## config.mk

```make
export PLATFORM = sky130hd
export DESIGN_NAME = serial_adder
export DESIGN_NICKNAME = d
export VERILOG_FILES = /design/src/rtl/serial_adder.sv
export SDC_FILE = /design/constraint.sdc
export NUM_CORES = 1
export LEC_CHECK = 0
export ABC_CLOCK_PERIOD_IN_PS = 3100
export CORE_ASPECT_RATIO = 1.75
export CORE_MARGIN = 2
export CORE_UTILIZATION = 54
export CTS_CLUSTER_DIAMETER = 80
export DETAILED_ROUTE_END_ITERATION = 10
export PLACE_DENSITY = 0.93
export SLEW_MARGIN = 20
export SYNTH_ARGS = -nofsm -noshare
export SYNTH_HDL_FRONTEND = slang
export SYNTH_SLANG_ARGS = --single-unit
```

## constraint.sdc

```tcl
create_clock -name clk -period 3.1 [get_ports clk]
set_input_delay 0.62 -clock clk [delete_from_list [all_inputs] [get_ports clk]]
set_output_delay 0.62 -clock clk [all_outputs]
set_load 0.03 [all_outputs]
```

## src/rtl/serial_adder.sv

```systemverilog
// Bit-serial adder: WIDTH-bit a + b + cin computed LSB first through one
// full_adder cell, one bit per clock, with a start/busy/done handshake.

module full_adder (
   input  logic a,
   input  logic b,
   input  logic ci,
   output logic s,
   output logic co
);
   assign s  = a ^ b ^ ci;
   assign co = (a & b) | (ci & (a ^ b));
endmodule

// Handshake: start is sampled only while idle (busy = 0); a sampled start
// captures a/b/cin, busy stays high for WIDTH cycles, then done pulses for
// one cycle with busy low, and start may be accepted again in that cycle.
module serial_adder #(
   parameter int WIDTH = 8
) (
   input  logic             clk,
   input  logic             reset,
   input  logic             start,
   input  logic [WIDTH-1:0] a,
   input  logic [WIDTH-1:0] b,
   input  logic             cin,
   output logic             busy,
   output logic             done,
   output logic [WIDTH-1:0] sum,
   output logic             cout
);
   localparam int CNT_W = $clog2(WIDTH);
   localparam logic [CNT_W-1:0] LAST_BIT = CNT_W'(WIDTH - 1);

   typedef enum logic {IDLE, RUN} state_t;

   state_t           state, state_nxt;
   logic [WIDTH-1:0] a_sr, b_sr, s_sr;
   logic [WIDTH-1:0] s_nxt;
   logic             c_r;
   logic [CNT_W-1:0] cnt;
   logic             fa_s, fa_co;

   full_adder u_fa (
      .a  (a_sr[0]),
      .b  (b_sr[0]),
      .ci (c_r),
      .s  (fa_s),
      .co (fa_co)
   );

   assign s_nxt = {fa_s, s_sr[WIDTH-1:1]};
   assign busy  = (state == RUN);

   always_ff @(posedge clk) begin
      if (reset) state <= IDLE;
      else       state <= state_nxt;
   end

   always_comb begin
      state_nxt = state;
      if (state == IDLE) begin
         if (start) state_nxt = RUN;
      end else begin
         if (cnt == LAST_BIT) state_nxt = IDLE;
      end
   end

   always_ff @(posedge clk) begin
      if (reset) begin
         a_sr <= '0;
         b_sr <= '0;
         s_sr <= '0;
         c_r  <= 1'b0;
         cnt  <= '0;
         sum  <= '0;
         cout <= 1'b0;
         done <= 1'b0;
      end else begin
         done <= 1'b0;
         if (state == IDLE) begin
            if (start) begin
               a_sr <= a;
               b_sr <= b;
               c_r  <= cin;
               cnt  <= '0;
            end
         end else begin
            a_sr <= a_sr >> 1;
            b_sr <= b_sr >> 1;
            s_sr <= s_nxt;
            c_r  <= fa_co;
            cnt  <= cnt + CNT_W'(1);
            // Final bit: the result is assembled from the live adder outputs.
            if (cnt == LAST_BIT) begin
               sum  <= s_nxt;
               cout <= fa_co;
               done <= 1'b1;
            end
         end
      end
   end

endmodule
```

Word level (Yosys, flattened, before mapping)
Index checks and enable logic that the tools add are counted.
{"block": "word_totals", "regBits": 39, "output_inout_bits": 11, "elab_cells": 35}
{"block": "op_classes", "add_sub_neg": 1, "n_eq_ne": 1, "mux": 12, "bitwise_logic": 6, "n_reduce_logical": 4}
{"cell": "$mux W7", "n": 4}
{"cell": "$mux W1", "n": 6}
{"cell": "$mux W3", "n": 2}
{"cell": "$reduce_or A2 Y1", "n": 2}
{"cell": "$add A3 B1 Y3 const B", "n": 1}
{"cell": "$eq A3 B3 Y1 const B", "n": 1}
{"cell": "$and A1 B1 Y1", "n": 2}
{"cell": "$reduce_and A2 Y1", "n": 1}
{"cell": "$reduce_bool A2 Y1", "n": 1}
{"cell": "$xor A1 B1 Y1", "n": 2}
{"cell": "$not A1 Y1", "n": 1}
{"cell": "$or A1 B1 Y1", "n": 1}

Longest topological paths before layout
{"block": "depth", "depth_word": 4, "ltp_mapped": 5}

Cells and area by module
Synthesis repeated with hierarchy kept, for this count alone.
{"block": "hier_totals", "cells_unflattened": 159, "area_unflattened_um2": 1645.3}
{"module": "serial_adder", "n_inst": 1, "cells_each": 158, "area_each_um2": 1625.3}
{"module": "full_adder", "n_inst": 1, "cells_each": 1, "area_each_um2": 20.0}

Worst setup path before layout
Ideal clock, no wire load.
{"block": "synth_timing", "path_kind": "in2reg", "from": "input start", "to": "register cnt[1]", "arrival_ps": 1204, "t_required_ps": 3029, "slack_ps": 1825, "path_stages": 3, "n_path_buf": 1, "path_cell_list": "buf_6 -> or3b_1 -> a21oi_1"}
{"block": "synth_between", "elab_chain_cells": 1}
{"item": "start, declared", "line": "23", "rtl": "input logic start,"}
{"item": "$reduce_bool A2 Y1 (no source line)"}
{"item": "end signal, assigned", "line": "93", "rtl": "cnt <= cnt + CNT_W'(1);"}
{"item": "end, declared", "line": "41", "rtl": "logic [CNT_W-1:0] cnt;"}
Every way passes these cells.
A chain may end at the register's enable or synchronous reset.

Worst setup path after layout
{"block": "layout_timing", "from": "register cout", "to": "output cout"}
{"item": "start, declared", "line": "30", "rtl": "output logic cout"}
{"item": "start signal, assigned", "line": "97", "rtl": "cout <= fa_co;"}
No word-level cell between the ends.

==> flow_summary_export.csv <==
group,metric,value,unit
floorplanning,dieHeight,76.8,um
timing,whs,459,ps
worst_setup_path,critPathArrivalTime,1310,ps
synthesis,synth-edff-count,0,
synthesis,syn-num-nets,182,
worst_setup_path,path_buf_inv,1,
clocking,root_buffer,"clkbuf_8",
worst_setup_path,crit_type,"reg2out",
worst_setup_path,worst_setup_path_end_kind,"output pin",
route,firstDrtPassIters,4,
worst_setup_path,r2r_start,"cnt[0]",
synthesis,synth_common_cells,"38 x dfxtp_1, 24 x mux2i_1, 16 x a211oi_1",
timing,rsz0062_at_grt,"false",
synthesis,yosysMostFrequentCell,"dfxtp_1",
worst_setup_path,cp.required,2480,ps
timing,worst_slew_pin_slew,686,ps
synthesis,yosysUniqueCellTypes,20,
timing,finalHoldViolCount,0,
route,vias_per_cell,5.76,
synthesis,ys_ff_latch,38,
floorplanning,die_area,3500,um^2
route,routed-via-count,1233,
placement,place.gp.congestion,0.723,
clocking,clk_path_buf_depth,2,
worst_setup_path,crit_family,"buffers and inverters",
worst_setup_path,crit_cells,1,
pwr,vdd_ir_drop_max,0.689,mV
timing,drv_slew,0,
timing,tns,0,ps
worst_setup_path,critPathMaxStageDelay,690,ps
clocking,post_cts_resized,0,
floorplanning,rows,26,
global_route,grt_pass1_wl,5.34,mm
floorplanning,initial_utilization,56.5,%
worst_setup_path,startpoint_type,"flop",
global_route,antenna_found_initial,0,
worst_setup_path,cp_slowest_cell,"clkdlybuf4s50_1",
status,outcome,"finished, final reports clean",
finish,diodes,0,
clocking,cts_hold_buf,0,
clocking,htreeDepth,2,
synthesis,async_flop_share,0,%
global_route,grt_max_degree,53,
finish,drive_gt1_share,11.3,%
synthesis,syn_inst,159,
route,drt-initial-drc-count,18,
timing,period_share,62.4,%
floorplanning,io_pins,31,
timing,fmax,0.517,GHz
clocking,post_cts_buffers,0,
route,wl_per_cell,15.0,um
finish,fillers,224,
finish,utilization,69.5,%
floorplanning,core_region_area,2900,um^2
placement,port_buffers,30,
run,cap_violations,0,
clocking,cts_tree,"done",
synthesis,syn_avg_cell_area,10.3,um^2
worst_setup_path,worstSetupEndpoint,"cout",
placement,dp_hpwl,2.19,mm
synthesis,synth_warnings,0,
global_route,grt.total_usage,20.8,%
clocking,clk_pin_slew_worst_paths,80,ps
timing,maxSlewHeadroom,54.3,%
route,drc,0,
finish,syn_to_final_growth,23.1,%
synthesis,synth_top_area_cell,"dfxtp_1",
global_route,grt-ovfl-total,0,
hold_path,hold_class,"reg2reg",
synthesis,synth_area_leaders,"dfxtp_1 47%, mux2i_1 15%, a211oi_1 7.3%, nor2b_1 5.7%, a21bo_2 5.5%",
clocking,cts_sinks,38,
timing,clock_skew,5.76,ps
worst_setup_path,regToRegSetupSlack,1560,ps
worst_setup_path,r2r_cells,4,
synthesis,synth_top_area_share,46.5,%
placement,pre_cts_ws,929,ps
worst_setup_path,startpoint,"cout",
timing,setup_slack,1170,ps
route,drtAntennaViolNets,0,
pwr,leakage,0.795,nW
synthesis,ys.flop_type,"dfxtp_1",
global_route,grt_pass1_vias,1227,
timing,period_minus_slack,1930,ps
timing,setup_violations,0,
worst_setup_path,worstPathMaxFanout,2,
clocking,clock_latency,300,ps
pwr,power.density,522,nW/um^2
floorplanning,die_width,45.6,um
worst_setup_path,r2r_end,"sum[6]",
finish,layout.nets,208,
synthesis,synth_area,1640,um^2
worst_setup_path,crit_chain,"clkdlybuf4s50_1",
route,drt-total-wl,3.21,mm
synthesis,seq_area_frac_synth,46.5,%
pwr,power,0.00105,W
clocking,numCtsBuffers,5,
[metrics by stage]
step / instances / cell area, um^2
6_report: 214 / 2010
5_1_grt: 214 / 2010
4_1_cts: 214 / 2010
3_5_place_dp: 206 / 1900
3_3_place_gp: 206 / 1900
2_1_floorplan: 159 / 1640
[power breakdown]
part | internal [W] | switching, W | total, W
Combinational | 0.0000596 | 0.0000549 | 0.000115
Sequential | 0.000511 | 0.0000146 | 0.000525
Clock | 0.000237 | 0.000175 | 0.000411
Total | 0.000807 | 0.000244 | 0.00105
[sequential cells by signal (all words and copies together), names as in the netlist]
signal,flops
done,1
b_sr,8
cout,1
sum,8
a_sr,8
cnt,3
c_r,1
busy,1
s_sr,7
[cell families (layout without fill, tap and decap cells)]
family / count (synthesis) / count (layout) / synth area share (%)
AO/OA/AOI/OAI: 37 / 37 / 16.5
flip-flops: 38 / 38 / 46.5
adder cells (fa/ha/maj): 3 / 3 / 2.75
multiplexers: 24 / 24 / 14.7
AND/OR/NAND/NOR: 42 / 42 / 13.8
buffers and inverters: 15 / 42 / 5.66
[cell usage in the layout, fill, tap and decap left out, types with 5 or more instances in the layout]
master / n
a21oi_1: 12
nor2_1: 9
nor2b_1: 15
clkdlybuf4s50_1: 30
clkbuf_8: 5
nand3_1: 9
a211oi_1: 16
mux2i_1: 24
dfxtp_1: 38
a21bo_2: 9
[layout make-up]
| type | instances | area [um^2] | share of cell area, % |
|---|---|---|---|
| Multi-Input combinational cell | 106 | 782 | 38.8 |
| Timing Repair Buffer | 33 | 323 | 16.0 |
| Inverter | 1 | 3.75 | 0.186 |
| Clock buffer | 5 | 68.8 | 3.42 |
| Tap cell | 28 | 35.0 | 1.74 |
| Clock inverter | 3 | 40.0 | 1.99 |
| Sequential cell | 38 | 761 | 37.8 |
[per-layer routing]
layer	global-route usage (%)	share of wire (%)
met5	0	0
met2	35.6	55
met3	5.65	3.9
met4	9.71	2.2
met1	22.2	39
[how the worst min path moves through the flow]
stage / from / endpoint / slack, ps / depth (start not counted)
2_1_floorplan: s_sr[1] / sum[0] / 440 / 2
6_report: s_sr[1] / sum[0] / 460 / 2
3_3_place_gp: s_sr[1] / sum[0] / 450 / 2
5_1_grt: s_sr[1] / sum[0] / 530 / 2
4_1_cts: s_sr[1] / sum[0] / 460 / 2
3_5_place_dp: s_sr[1] / sum[0] / 460 / 2
Note: power is estimated with default switching activity, not from simulation.
